[config.mk]
export PLATFORM = sky130hd
export DESIGN_NAME = pc_generator_flat
export DESIGN_NICKNAME = d
export VERILOG_FILES = /design/src/rtl/pc_generator_if.sv /design/src/rtl/pc_generator.sv /design/src/flat_wrapper.sv
export SDC_FILE = /design/constraint.sdc
export NUM_CORES = 1
export LEC_CHECK = 0
export ABC_CLOCK_PERIOD_IN_PS = 1800
export BUFFER_PORTS_ARGS = -buffer_cell sky130_fd_sc_hd__clkbuf_2
export CORE_ASPECT_RATIO = 1.4
export CORE_MARGIN = 2
export CORE_UTILIZATION = 30
export CTS_CLUSTER_DIAMETER = 100
export DETAILED_ROUTE_END_ITERATION = 8
export PLACE_DENSITY = 0.61
export SETUP_SLACK_MARGIN = 0.3
export SYNTH_ARGS = -nofsm -noshare
export SYNTH_HDL_FRONTEND = slang
export SYNTH_SLANG_ARGS = --single-unit
[constraint.sdc]
create_clock -name CLK -period 1.8 [get_ports CLK]
set_input_delay 0.18 -clock CLK [delete_from_list [all_inputs] [get_ports CLK]]
set_output_delay 0.18 -clock CLK [all_outputs]
set_load 0.01 [all_outputs]
[src/rtl/pc_generator_if.sv]
// Fetch-PC bundle between the next-PC generator (master) and the fetch/execute side (slave).
// Signal names match the pc_generator port list one-to-one.
interface pc_generator_if #(
    parameter int unsigned ADDRESS_WIDTH = 32
);
    logic                     STALL_PC;
    logic                     HALT_REQ;
    logic                     REDIRECT_VALID;
    logic [ADDRESS_WIDTH-1:0] REDIRECT_PC;
    logic                     BTB_UPDATE_VALID;
    logic [ADDRESS_WIDTH-1:0] BTB_UPDATE_PC;
    logic [ADDRESS_WIDTH-1:0] BTB_UPDATE_TARGET;
    logic [ADDRESS_WIDTH-1:0] PC_OUT;
    logic                     PC_VALID_OUT;
    logic                     PREDICTED_TAKEN_OUT;

    modport master (
        input  STALL_PC, HALT_REQ, REDIRECT_VALID, REDIRECT_PC,
        input  BTB_UPDATE_VALID, BTB_UPDATE_PC, BTB_UPDATE_TARGET,
        output PC_OUT, PC_VALID_OUT, PREDICTED_TAKEN_OUT
    );

    modport slave (
        output STALL_PC, HALT_REQ, REDIRECT_VALID, REDIRECT_PC,
        output BTB_UPDATE_VALID, BTB_UPDATE_PC, BTB_UPDATE_TARGET,
        input  PC_OUT, PC_VALID_OUT, PREDICTED_TAKEN_OUT
    );
endinterface

[src/rtl/pc_generator.sv]
// Fetch-path next-PC generator: reset-vector boot, +4 stepping, redirect, stall and halt.
// Define PC_GEN_BTB_EN to add a direct-mapped BTB that predicts taken branches at fetch.
module pc_generator #(
    parameter int unsigned              ADDRESS_WIDTH = 32,
    parameter logic [ADDRESS_WIDTH-1:0] RESET_VECTOR  = '0,
    parameter int unsigned              BOOT_CYCLES   = 2,
    parameter int unsigned              BTB_ENTRIES   = 16
) (
    input logic            CLK,
    input logic            RST,
    pc_generator_if.master bus
);
    localparam int unsigned CntW = (BOOT_CYCLES > 1) ? $clog2(BOOT_CYCLES) : 1;
    localparam logic [CntW-1:0] BootLast = CntW'(BOOT_CYCLES - 1);
    localparam logic [ADDRESS_WIDTH-1:0] ResetPc = {RESET_VECTOR[ADDRESS_WIDTH-1:2], 2'b00};

    typedef enum logic [1:0] {StBoot, StRun, StHalt} state_e;

    state_e                   state_q, state_d;
    logic [CntW-1:0]          cnt_q, cnt_d;
    logic [ADDRESS_WIDTH-1:0] pc_q, pc_d;
    logic                     valid_q, valid_d;
    logic                     pred_q, pred_d;

    logic                     btb_hit;
    logic [ADDRESS_WIDTH-1:0] btb_target;
    logic [ADDRESS_WIDTH-1:0] next_pc;
    logic                     unused_low_bits;

    // Redirect targets are word-aligned; the dropped bits are intentionally ignored.
    assign unused_low_bits = ^bus.REDIRECT_PC[1:0];

`ifdef PC_GEN_BTB_EN
    localparam int unsigned IdxW = $clog2(BTB_ENTRIES);
    localparam int unsigned TagW = ADDRESS_WIDTH - 2 - IdxW;

    logic [BTB_ENTRIES-1:0]   btb_valid_q, btb_valid_d;
    logic [TagW-1:0]          btb_tag_q [BTB_ENTRIES];
    logic [TagW-1:0]          btb_tag_d [BTB_ENTRIES];
    logic [ADDRESS_WIDTH-3:0] btb_tgt_q [BTB_ENTRIES];
    logic [ADDRESS_WIDTH-3:0] btb_tgt_d [BTB_ENTRIES];
    logic [IdxW-1:0]          look_idx;
    logic [IdxW-1:0]          upd_idx;
    logic                     unused_btb;

    assign look_idx   = pc_q[2 +: IdxW];
    assign upd_idx    = bus.BTB_UPDATE_PC[2 +: IdxW];
    assign btb_hit    = btb_valid_q[look_idx] &&
                        (btb_tag_q[look_idx] == pc_q[ADDRESS_WIDTH-1 -: TagW]);
    assign btb_target = {btb_tgt_q[look_idx], 2'b00};
    assign unused_btb = ^{bus.BTB_UPDATE_PC[1:0], bus.BTB_UPDATE_TARGET[1:0]};

    // Lookup reads the _q arrays, so a same-cycle update is only visible next cycle.
    always_comb begin
        btb_valid_d = btb_valid_q;
        btb_tag_d   = btb_tag_q;
        btb_tgt_d   = btb_tgt_q;
        if (bus.BTB_UPDATE_VALID) begin
            btb_valid_d[upd_idx] = 1'b1;
            btb_tag_d[upd_idx]   = bus.BTB_UPDATE_PC[ADDRESS_WIDTH-1 -: TagW];
            btb_tgt_d[upd_idx]   = bus.BTB_UPDATE_TARGET[ADDRESS_WIDTH-1:2];
        end
    end

    always_ff @(posedge CLK or posedge RST) begin
        if (RST) begin
            btb_valid_q <= '0;
            for (int i = 0; i < int'(BTB_ENTRIES); i++) begin
                btb_tag_q[i] <= '0;
                btb_tgt_q[i] <= '0;
            end
        end else begin
            btb_valid_q <= btb_valid_d;
            btb_tag_q   <= btb_tag_d;
            btb_tgt_q   <= btb_tgt_d;
        end
    end
`else
    logic unused_btb;

    assign btb_hit    = 1'b0;
    assign btb_target = '0;
    assign unused_btb = ^{bus.BTB_UPDATE_VALID, bus.BTB_UPDATE_PC, bus.BTB_UPDATE_TARGET,
                          (BTB_ENTRIES != 32'd0)};
`endif

    assign next_pc = btb_hit ? btb_target : pc_q + ADDRESS_WIDTH'(4);

    always_comb begin
        state_d = state_q;
        cnt_d   = cnt_q;
        pc_d    = pc_q;
        valid_d = valid_q;
        pred_d  = pred_q;
        if (bus.REDIRECT_VALID) begin
            state_d = StRun;
            pc_d    = {bus.REDIRECT_PC[ADDRESS_WIDTH-1:2], 2'b00};
            valid_d = 1'b1;
            pred_d  = 1'b0;
        end else begin
            unique case (state_q)
                StBoot: begin
                    // Boot ignores stall and halt; it only counts down to the first fetch.
                    if (cnt_q == BootLast) begin
                        state_d = StRun;
                        pc_d    = ResetPc;
                        valid_d = 1'b1;
                    end else begin
                        cnt_d = cnt_q + CntW'(1);
                    end
                end
                StRun: begin
                    if (bus.HALT_REQ) begin
                        state_d = StHalt;
                        valid_d = 1'b0;
                        pred_d  = 1'b0;
                    end else if (!bus.STALL_PC) begin
                        pc_d   = next_pc;
                        pred_d = btb_hit;
                    end
                end
                StHalt: ;
                default: state_d = StBoot;
            endcase
        end
    end

    always_ff @(posedge CLK or posedge RST) begin
        if (RST) begin
            state_q <= StBoot;
            cnt_q   <= '0;
            pc_q    <= ResetPc;
            valid_q <= 1'b0;
            pred_q  <= 1'b0;
        end else begin
            state_q <= state_d;
            cnt_q   <= cnt_d;
            pc_q    <= pc_d;
            valid_q <= valid_d;
            pred_q  <= pred_d;
        end
    end

    assign bus.PC_OUT              = pc_q;
    assign bus.PC_VALID_OUT        = valid_q;
    assign bus.PREDICTED_TAKEN_OUT = pred_q;
endmodule

[src/flat_wrapper.sv]
// flat-port wrapper written by rule: the top's interface ports become plain ports
module pc_generator_flat 
#(
    parameter int unsigned              ADDRESS_WIDTH = 32,
    parameter logic [ADDRESS_WIDTH-1:0] RESET_VECTOR  = '0,
    parameter int unsigned              BOOT_CYCLES   = 2,
    parameter int unsigned              BTB_ENTRIES   = 16
)
  (CLK, RST, bus_STALL_PC, bus_HALT_REQ, bus_REDIRECT_VALID, bus_REDIRECT_PC, bus_BTB_UPDATE_VALID, bus_BTB_UPDATE_PC, bus_BTB_UPDATE_TARGET, bus_PC_OUT, bus_PC_VALID_OUT, bus_PREDICTED_TAKEN_OUT);
  pc_generator_if #(.ADDRESS_WIDTH(ADDRESS_WIDTH)) bus_i ();
  input logic CLK;
  input logic RST;
  input wire logic [$bits(bus_i.STALL_PC)-1:0] bus_STALL_PC;
  input wire logic [$bits(bus_i.HALT_REQ)-1:0] bus_HALT_REQ;
  input wire logic [$bits(bus_i.REDIRECT_VALID)-1:0] bus_REDIRECT_VALID;
  input wire logic [$bits(bus_i.REDIRECT_PC)-1:0] bus_REDIRECT_PC;
  input wire logic [$bits(bus_i.BTB_UPDATE_VALID)-1:0] bus_BTB_UPDATE_VALID;
  input wire logic [$bits(bus_i.BTB_UPDATE_PC)-1:0] bus_BTB_UPDATE_PC;
  input wire logic [$bits(bus_i.BTB_UPDATE_TARGET)-1:0] bus_BTB_UPDATE_TARGET;
  output wire logic [$bits(bus_i.PC_OUT)-1:0] bus_PC_OUT;
  output wire logic [$bits(bus_i.PC_VALID_OUT)-1:0] bus_PC_VALID_OUT;
  output wire logic [$bits(bus_i.PREDICTED_TAKEN_OUT)-1:0] bus_PREDICTED_TAKEN_OUT;
  assign bus_i.STALL_PC = bus_STALL_PC;
  assign bus_i.HALT_REQ = bus_HALT_REQ;
  assign bus_i.REDIRECT_VALID = bus_REDIRECT_VALID;
  assign bus_i.REDIRECT_PC = bus_REDIRECT_PC;
  assign bus_i.BTB_UPDATE_VALID = bus_BTB_UPDATE_VALID;
  assign bus_i.BTB_UPDATE_PC = bus_BTB_UPDATE_PC;
  assign bus_i.BTB_UPDATE_TARGET = bus_BTB_UPDATE_TARGET;
  assign bus_PC_OUT = bus_i.PC_OUT;
  assign bus_PC_VALID_OUT = bus_i.PC_VALID_OUT;
  assign bus_PREDICTED_TAKEN_OUT = bus_i.PREDICTED_TAKEN_OUT;
  pc_generator #(.ADDRESS_WIDTH(ADDRESS_WIDTH), .RESET_VECTOR(RESET_VECTOR), .BOOT_CYCLES(BOOT_CYCLES), .BTB_ENTRIES(BTB_ENTRIES)) u_core (.CLK(CLK), .RST(RST), .bus(bus_i));
endmodule
==> flow_summary.json <==
{
  "firstDrtPassIters": 4,
  "wirelength_mm": 7.20,
  "cts_htree_levels": 2,
  "ys_warn_count": 0,
  "crit_family": "simple AND/OR/NAND/NOR gates",
  "synth_edf_count": 0,
  "initial_utilization": 0.313,
  "yosysUniqueCellTypes": 47,
  "num_rows": 36,
  "synth_cells": 254,
  "final-max-slew-violation-count": 0,
  "max_stage_delay_ns": 0.42,
  "gp_congestion": 0.790,
  "yosysTopAreaCell": "dfrtp_1",
  "path_common_cell": "and3_4",
  "syn2layout_area_growth_pct": 54.7,
  "netlist.area_leader.share": 0.387,
  "utilization": 0.484,
  "cpMaxStageDelayCell": "dfrtp_2",
  "cts_tree": "done",
  "seq_area_frac_synth": 0.387,
  "vdd_drop_max_uv": 410,
  "wl_per_cell_um": 15.5,
  "vias_per_cell": 5.29,
  "ant_nets": 0,
  "power_density_mw_per_mm2": 808,
  "holdCritPathClass": "in -> reg",
  "async_flop_share": 1.00,
  "nets": 470,
  "ys_seq_elements": 34,
  "cp.buffers_inverters": 1,
  "hpwlAfterDp_mm": 4.87,
  "fill_cells": 681,
  "clkSlewWorstSetupHoldPaths_ns": 0.07,
  "fin_skew_ns": 0.00911,
  "antenna_cells": 0,
  "start_kind": "flop",
  "drtIter0Drc": 121,
  "design.die.area_mm2": 0.00804,
  "io_pins": 136,
  "fin_crit_ns": 1.72,
  "clock_latency_ns": 0.30,
  "track_usage": 0.179,
  "power.leakage_nw": 1.49,
  "cts_root_buf": "clkbuf_8",
  "status": "complete, no violations",
  "die_h_um": 105,
  "drc": 0,
  "path_cells": "ha_4, buf_6, and3_4, and3_4, nand4_1, a21o_1, a221o_1",
  "grt_pass1_wl_mm": 11.6,
  "fp.dieW_um": 76.3,
  "syn_area_mm2": 0.00220,
  "drive_gt1_frac": 0.503,
  "cts_buffers": 5,
  "end_kind": "flop",
  "maxCapViolCount": 0,
  "period_share": 0.956,
  "via_count": 2449,
  "cts_sinks": 34,
  "cts_max_path_buffers": 2,
  "grt_max_degree": 35,
  "setup_viol": 0,
  "synth_area_leaders": "dfrtp_1 (39%), o21ai_0 (5.7%), nand3_1 (5.2%), a22oi_1 (4.4%), nor2_1 (2.7%)",
  "max_freq_ghz": 0.581,
  "synth_top_flop_cell": "dfrtp_1",
  "required_ns": 1.98,
  "antenna_found_initial": 0,
  "whs_ns": 0.108,
  "cp_max_fo": 4,
  "rsz0062_at_grt": "yes",
  "hold_viol": 0,
  "grt_pass1_vias": 2393,
  "fp.coreArea_mm2": 0.00703,
  "crit_arrival_ns": 1.90,
  "io_buffers": 65,
  "syn_area_per_cell_um2": 8.65,
  "critPathKind": "reg -> reg",
  "grt_overflow_total": 0
}
-- timing repair --
item	4_1_cts	5_1_grt
setup buffers	18	10
resized for setup	20	29
hold buffers	1	0
pin swaps	14	25
hold endpoints to repair	34	0
setup endpoints to repair	30	30
-- where the power goes --
| group | switching [W] | internal, W |
|---|---|---|
| Combinational | 0.000498 | 0.000468 |
| Clock | 0.000305 | 0.000387 |
| Sequential | 0.000190 | 0.000902 |
| Total | 0.000992 | 0.00176 |
-- final cells by class --
type / count / area [um2] / area share
Multi-Input combinational cell: 195 / 1440 / 0.424
Sequential cell: 34 / 866 / 0.255
Timing Repair Buffer: 123 / 833 / 0.245
Tap cell: 95 / 119 / 0.0350
Clock buffer: 8 / 110 / 0.0324
Inverter: 8 / 30.0 / 0.00883
-- path summary, 6_finish.rpt --
check	start	endpoint	slack, ns	depth (start not counted)
min in group asynchronous	RST	u_core.bus.PC_OUT[9]	0.53	4
setup / recovery	u_core.bus.PC_OUT[2]	u_core.bus.PC_OUT[20]	0.08	7
hold reg to reg	u_core.cnt_q	u_core.cnt_q	0.51	1
max in group asynchronous	RST	u_core.bus.PC_OUT[22]	0.91	4
setup reg to reg	u_core.bus.PC_OUT[2]	u_core.bus.PC_OUT[20]	0.08	7
hold / removal	bus_REDIRECT_PC[27]	u_core.bus.PC_OUT[27]	0.11	3
-- synthesized netlist by cell type, types with 3 or more instances --
cell      count
or3_1         4
buf_2         7
a221o_1       4
a31oi_1       4
a22oi_1      13
buf_4         3
buf_1         3
o21ai_0      25
clkbuf_1      6
or4_1         5
a32oi_1       4
o211ai_1      4
a21oi_1      11
nand4_1       8
nand3_1      23
dfrtp_1      34
nor2_1       16
and2_1        3
or2_2         3
nand2_1      15
inv_1         8
and3_1        5
nor3_1        9
-- sequential cells by signal, summed over array words and instances, names as in the netlist --
| register | count |
|---|---|
| u_core.cnt_q | 1 |
| u_core.bus.PC_VALID_OUT | 1 |
| u_core.state_q | 2 |
| u_core.bus.PC_OUT | 30 |
-- placed cells by master, fill, tap and decap left out, types with 4 or more instances in the layout --
master    instances
clkbuf_2         65
buf_4            45
dfrtp_1          22
nand3_1          19
o21ai_0          16
nand2_1          13
nor2_1           12
a22oi_1          12
dfrtp_2          12
a21oi_1          10
o21ai_1           9
inv_1             8
nand4_1           8
clkbuf_8          8
buf_6             8
nor3_1            7
o211ai_1          4
nand3_2           4
a221o_1           4
a32oi_1           4
-- logic make-up after synthesis --
kind of cell,Yosys count,share of synthesized area
AOI/OAI and AO/OA,76,0.223
adders and majority gates,1,0.00569
buffers and inverters,27,0.0552
DFF,34,0.387
muxes,3,0.0148
other,1,0.00171
and+or+nand+nor,112,0.312
-- per-layer routing --
| layer | GRT usage | wire length (um) |
|---|---|---|
| met1 | 0.216 | 3060 |
| met2 | 0.320 | 3750 |
| met3 | 0.0334 | 310 |
| met4 | 0.0571 | 82 |
| met5 | 0 | 0 |
-- through the flow --
stage                     worst slack (ns)  instances  TNS [ns]  total power (W)  instance area, um2
after floorplan                     0.0793        256         0          0.00151                2280
after global routing                0.0349        463         0          0.00292                3400
after detailed placement           -0.0320        426    -0.107          0.00190                2870
after global placement            -0.00337        426  -0.00337          0.00188                2870
after CTS                           0.0576        453         0          0.00270                3220
final                               0.0791        463         0          0.00275                3400
-- worst min-delay path, stage by stage --
cell	delay, ns
clkbuf_2	0.08
nand2_1	0.05
o311ai_1	0.06
Note: power is estimated with default switching activity, not from simulation.
